File: src/rtl/pc_fetch_ctrl.sv
// pc_fetch_ctrl: program counter and fetch controller over an imem req/ack handshake,
// with held branch redirects and a parking misaligned-fetch exception.
module pc_fetch_ctrl #(
    parameter int                ADDR_W     = 32,
    parameter logic [ADDR_W-1:0] RESET_VEC  = ADDR_W'(32'h8000_0000),
    parameter int                INSN_BYTES = 4,
    parameter int                STALL_W    = 6
) (
    input  logic               clk,
    input  logic               rst,
    input  logic [STALL_W-1:0] stall_i,
    input  logic               flush_i,
    input  logic [ADDR_W-1:0]  flush_addr_i,
    input  logic               branch_en_i,
    input  logic [ADDR_W-1:0]  branch_addr_i,
    output logic               imem_req_o,
    output logic [ADDR_W-1:0]  imem_addr_o,
    input  logic               imem_ack_i,
    output logic [ADDR_W-1:0]  pc_o,
    output logic [ADDR_W-1:0]  fetch_pc_o,
    output logic               fetch_valid_o,
    output logic [31:0]        exc_type_o,
    output logic               pause_req_o
);
    typedef enum logic [1:0] {BOOT, FETCH, ERR} state_t;
    localparam logic [ADDR_W-1:0] ALIGN_MASK = ADDR_W'(INSN_BYTES - 1);
    localparam logic [ADDR_W-1:0] INC        = ADDR_W'(INSN_BYTES);
    state_t            state, state_nx;
    logic              pend, misaligned, advance, unused_stall;
    logic [ADDR_W-1:0] pend_addr, next_pc;
    // Mask is zero for single-byte instructions, so misaligned is constant 0 there.
    assign misaligned   = |(pc_o & ALIGN_MASK);
    assign imem_req_o   = state == FETCH && !misaligned && !stall_i[0] && !flush_i;
    assign imem_addr_o  = pc_o;
    assign advance      = imem_req_o && imem_ack_i;
    assign next_pc      = branch_en_i ? branch_addr_i : pend ? pend_addr : pc_o + INC;
    assign exc_type_o   = {misaligned, 31'b0};
    assign pause_req_o  = misaligned;
    assign unused_stall = ^stall_i;
    always_comb begin
        state_nx = state;
        state_nx = flush_i ? FETCH :
                   state == BOOT ? FETCH :
                   (state == FETCH && misaligned) ? ERR : state;
    end
    always_ff @(posedge clk) begin
        if (rst) state <= BOOT;
        else     state <= state_nx;
    end
    // A redirect seen while no fetch completes is parked until the next advance.
    always_ff @(posedge clk) begin
        if (rst) begin
            pc_o          <= RESET_VEC;
            fetch_pc_o    <= '0;
            fetch_valid_o <= 1'b0;
            pend          <= 1'b0;
            pend_addr     <= '0;
        end else begin
            fetch_valid_o <= advance;
            if (flush_i) begin
                pc_o <= flush_addr_i;
                pend <= 1'b0;
            end else if (advance) begin
                pc_o       <= next_pc;
                fetch_pc_o <= pc_o;
                pend       <= 1'b0;
            end else if (branch_en_i && state != ERR) begin
                pend      <= 1'b1;
                pend_addr <= branch_addr_i;
            end
        end
    end
endmodule

File: config.mk
export PLATFORM = sky130hd
export DESIGN_NAME = pc_fetch_ctrl
export DESIGN_NICKNAME = d
export VERILOG_FILES = /design/src/rtl/pc_fetch_ctrl.sv
export SDC_FILE = /design/constraint.sdc
export NUM_CORES = 1
export LEC_CHECK = 0
export ABC_AREA = 1
export CELL_PAD_IN_SITES_DETAIL_PLACEMENT = 0
export CELL_PAD_IN_SITES_GLOBAL_PLACEMENT = 1
export CORE_MARGIN = 2
export CORE_UTILIZATION = 28
export DETAILED_ROUTE_END_ITERATION = 8
export PLACE_DENSITY = 0.74
export SETUP_SLACK_MARGIN = 0.15
export SLEW_MARGIN = 20
export SYNTH_ARGS = -nofsm -noshare
export SYNTH_HDL_FRONTEND = slang
export SYNTH_SLANG_ARGS = --single-unit
File: constraint.sdc
create_clock -name clk -period 1.8 [get_ports clk]
set_clock_uncertainty 0.15 [all_clocks]
set_input_delay 0.45 -clock clk [delete_from_list [all_inputs] [get_ports clk]]
set_output_delay 0.45 -clock clk [all_outputs]
set_load 0.005 [all_outputs]
After elaboration in Yosys (flattened, before gate mapping)
Index checks and enable logic that the tools add are counted.

word-level totals
  bits in registers = 100
  input bits = 75
  output and inout port bits = 131
  word-level logic and storage cells = 36

operators by class
  add/subtract/negate cells = 1
  eq/ne operators = 2
  muxes and demuxes = 7
  bitwise logic cells = 2
  reduce and logical (&&, ||, !) cells = 17

operators by type and width
  kind                     number
  $mux W32                 4
  $add A32 B3 Y32 const B  1
  $logic_and A1 B1 Y1      6
  $reduce_or A3 Y1         2
  $logic_not A1 Y1         3
  $mux W1                  3
  $reduce_and A3 Y1        1
  $reduce_bool A3 Y1       1
  $eq A2 B1 Y1 const B     1
  $logic_not A2 Y1         1
  $ne A2 B2 Y1 const B     1
  $not A1 Y1               2
  $reduce_and A2 Y1        1
  $reduce_bool A2 Y1       1
  $reduce_or A2 Y1         1

Logic depth before layout (Yosys ltp)
  depth after elaboration = 8
  depth in mapped cells = 12
  depth with buffers taken out = 12

Worst setup path before layout
Ideal clock, no wire load.

  kind = register -> register
  start point = register pc_o[3], in the netlist imem_addr_o[3]
  end point = register pc_o[20], in the netlist imem_addr_o[20]
  library setup time = 0.119 ns
  data arrival time = 1.492 ns
  data required time = 1.531 ns
  path slack = 0.039 ns
  cell stages (with the launch flop) = 13
  path buffers = 0
  period minus slack after synthesis = 1.761 ns
  path through = dfxtp_1 > ha_1 > inv_1 > nor2_1 > nand3_1 > nor2_1 > nand2_1 > nand2_1 > nand2_1 > nand2_1 > nand2_1 > nand2_1 > a21oi_1

on the way
  longest elaborated chain between the ends = 5

RTL lines
  what                    line  text
  from (decl)             19    output logic [ADDR_W-1:0] pc_o,
  from (signal assigned)  61    pc_o <= flush_addr_i;
  from (signal assigned)  64    pc_o <= next_pc;
  $add A32 B3 Y32         36    assign next_pc = branch_en_i ? branch_addr_i : pend ? pend_addr : pc_o + INC;
  $mux W32 (2 in series)  36
  $mux W32                63    end else if (advance) begin
  $mux W32                60    if (flush_i) begin

Every way passes these cells. The select of a mux whose other input is x is not followed.
A chain may end at the register's enable or synchronous reset.

Worst setup path in the final report
  start point = register pc_o[1], in the netlist imem_addr_o[1]
  end point = output port imem_req_o

on the way
  longest elaborated chain between the ends = 5

RTL lines
  what                               line  text
  $reduce_or A2 Y1                   32    assign misaligned = |(pc_o & ALIGN_MASK);
  $logic_not A1 Y1                   33    assign imem_req_o = state == FETCH && !misaligned && !stall_i[0] && !flush_i;
  $logic_and A1 B1 Y1 (3 in series)  33
  to (decl)                          16    output logic imem_req_o,

Every way passes these cells.

==> metrics.cfg <==
[status]
status=finished, violations left
failed_checks=setup timing

[pwr]
p_seq_frac=0.382
combPwrFrac=0.288
clkPwrFrac=0.330
netSwitchingFraction=0.3066
vdd_drop_max_mv=0.4183
leakage_nw=4.370
power.density_mw_per_mm2=639.1
power_switching_mw=1.968
internal_power_mw=4.451

[synthesis]
synthMuxAreaShare=0
ys_seq_area_frac=0.3485
syn_inst=888
ys.flop_type=dfxtp_1
synth_xor_area_frac=0.01067
synth_edf_count=0
yosysWarnings=0
synth_cell_types=36
synthAdderAreaFrac=0.002178
syn_area_mm2=0.005744
async_reset_ff_frac=0
avgSynthCellArea_um2=6.469
ys_seq_elements=100
yosys.area_share.simple=0.3108
synth_compound_area_frac=0.1819
synth_top_family_by_area=simple AND/OR/NAND/NOR gates

[cells_and_area]
fill_cells=2028
finish.utilization=0.4980
nets=1227
drive_above_1_share=0.4109
final_common_cell=nor2_1
final_cell_area_mm2=0.01004
seqCellArea_mm2=0.002100
n_antenna_cell=0
multi_input_area_mm2=0.003844
area_growth_pct=74.84
instances_no_fill=1426
most-common-layout-cells=162 x nor2_1, 132 x nand2_1, 95 x buf_4

[timing]
fin_hold_ws_ns=0.2872
rsz0062_at_grt=true
final.period_utilization=1.057
hold_violations=0
slew_headroom=0.6397
report.final.slew_viol_count=0
setup_viol=65
max_freq_mhz=525.8
worst_slack_ns=-0.1017
fin_crit_ns=1.902
tightest_slew_ns=0.5348

[setup_path]
startpoint_type=flop
slowest_delay_ns=0.32
rr_worst_depth=10
cp_cell_sequence=or2_4 > nor3_4 > buf_2
crit_cells=3
arrival_ns=1.30
path_buf_inv=1
crit_family=simple AND/OR/NAND/NOR gates
worstPathRequired_ns=1.20
path_max_fanout=2
crit_path_end_kind=output pin
worstSetupPathType=flop to output pin
cp_slowest_cell=dfxtp_2

[cts]
cts_sinks=100
cts.path.max_buffers=2
clk_latency_ns=0.37
h-tree-depth=3
cts.hold.buffers_added=0
cts_root_buf=clkbuf_16
path_clk_slew_ns=0.07
cts_made_buffers=9
cts_tree=done

[detailed_routing]
drt_iter0_drc=501
dr_wl_met2_mm=11.65
vias_per_cell=4.795
ant_nets=0
drc=0
wl_per_cell_um=17.59
top_layer=met4
vias=6837
detailedRoute.firstPassIterationCount=5
wl_mm=25.08
wl_met3_mm=1.347
met1Wirelength_mm=11.36

[global_routing]
grt_use_total=0.2209
grt_pass1_vias=6415
antenna_found_initial=0
grt_first_pass_wirelength_mm=36.76
grt_max_degree=49
grt_overflow=0

[die]
die_h_um=147.2
core_area_mm2=0.02017
ios=206
rows=52
dieArea_mm2=0.02168
start_util=0.2848
chipWidth_um=147.2

[placement]
place_inst=1337
dpl.hpwl_mm=16.33
place_congestion=0.8810
port_buffers=169
dpl_cell_area_mm2=0.008010

[worst_hold_path]
hold_path_depth=2
hp-class=flop to flop

[job]
cap_viol_max_count=0

## layout make-up
class                      instances  area share
multi-input combinational        675      0.3827
timing repair buffer             328      0.3193
sequential                       100      0.2090
tap                              270     0.03364
clock buffer                      12     0.02654
inverter                          33     0.01781
timing repair inverter             4    0.005606
clock inverter                     4    0.005357
## cells by family after synthesis
kind of cell / after synthesis
compound gates: 199
buf+inv: 143
xor+xnor: 7
other cells: 1
simple gates: 437
fa+ha+maj: 1
flops: 100
## cell usage after synthesis (6+ instances only)
cell type    n  area (um^2)
buf_4       65        488.0
or2_2        6        37.54
nand2_1    168        630.6
o211ai_1     6        45.04
o21ai_0    102        510.5
dfxtp_1    100         2002
buf_2       10        50.05
nand3_1     41        205.2
nor2_1     204        765.7
a21oi_1     76        380.4
nor2_2       8        50.05
a21oi_2      6        52.55
inv_1       28        105.1
clkbuf_1    27        101.4
## through the flow
step	setup TNS (ns)	setup slack, ns	power [mW]
after floorplan	0	0.1275	3.185
after global placement	-49.09	-0.6257	3.891
after detailed placement	-53.11	-0.6372	3.895
after CTS	-1.853	-0.07317	6.224
after global routing	-8.962	-0.1583	6.679
final	-3.554	-0.1017	6.418
## final timing paths
kind                  start             end  slack [ns]
max          imem_addr_o[1]      imem_req_o       -0.10
min           fetch_pc_o[0]   fetch_pc_o[0]        0.29
max reg2reg  imem_addr_o[1]  imem_addr_o[6]       -0.10
min reg2reg   fetch_pc_o[0]   fetch_pc_o[0]        0.29
## power groups by stage
stage	combinational (mW)	sequential, mW	clock, mW
after global placement	1.38	2.51	0
after global routing	1.97	2.47	2.25
after floorplan	0.675	2.51	0
after CTS	1.63	2.44	2.15
after detailed placement	1.38	2.51	0
final	1.85	2.45	2.12
## worst min-delay path: cells and delay by family, from the launching register on
family           cells  cell delay, ns
flip-flops           1            0.32
AND/OR/NAND/NOR      2            0.09
## registers in the layout, indices dropped and copies added (netlist names)
| name | flops |
|---|---|
| fetch_pc_o | 32 |
| imem_addr_o | 32 |
| pend_addr | 32 |
| state | 2 |
| fetch_valid_o | 1 |
| pend | 1 |
## timing repair
action	in CTS	in global routing
cloned	8	6
endpoints found under the setup margin	197	122
resized for setup	448	184
setup buffers	39	20
pin swaps	19	51
## routing by layer
layer  vias up  global-route usage
li1       3322                   -
met3        37             0.03106
met1      3238              0.3066
met5         -                   0
met4         0             0.08365
met2       240              0.3484
No activity file was read; power rests on OpenSTA's default activity.
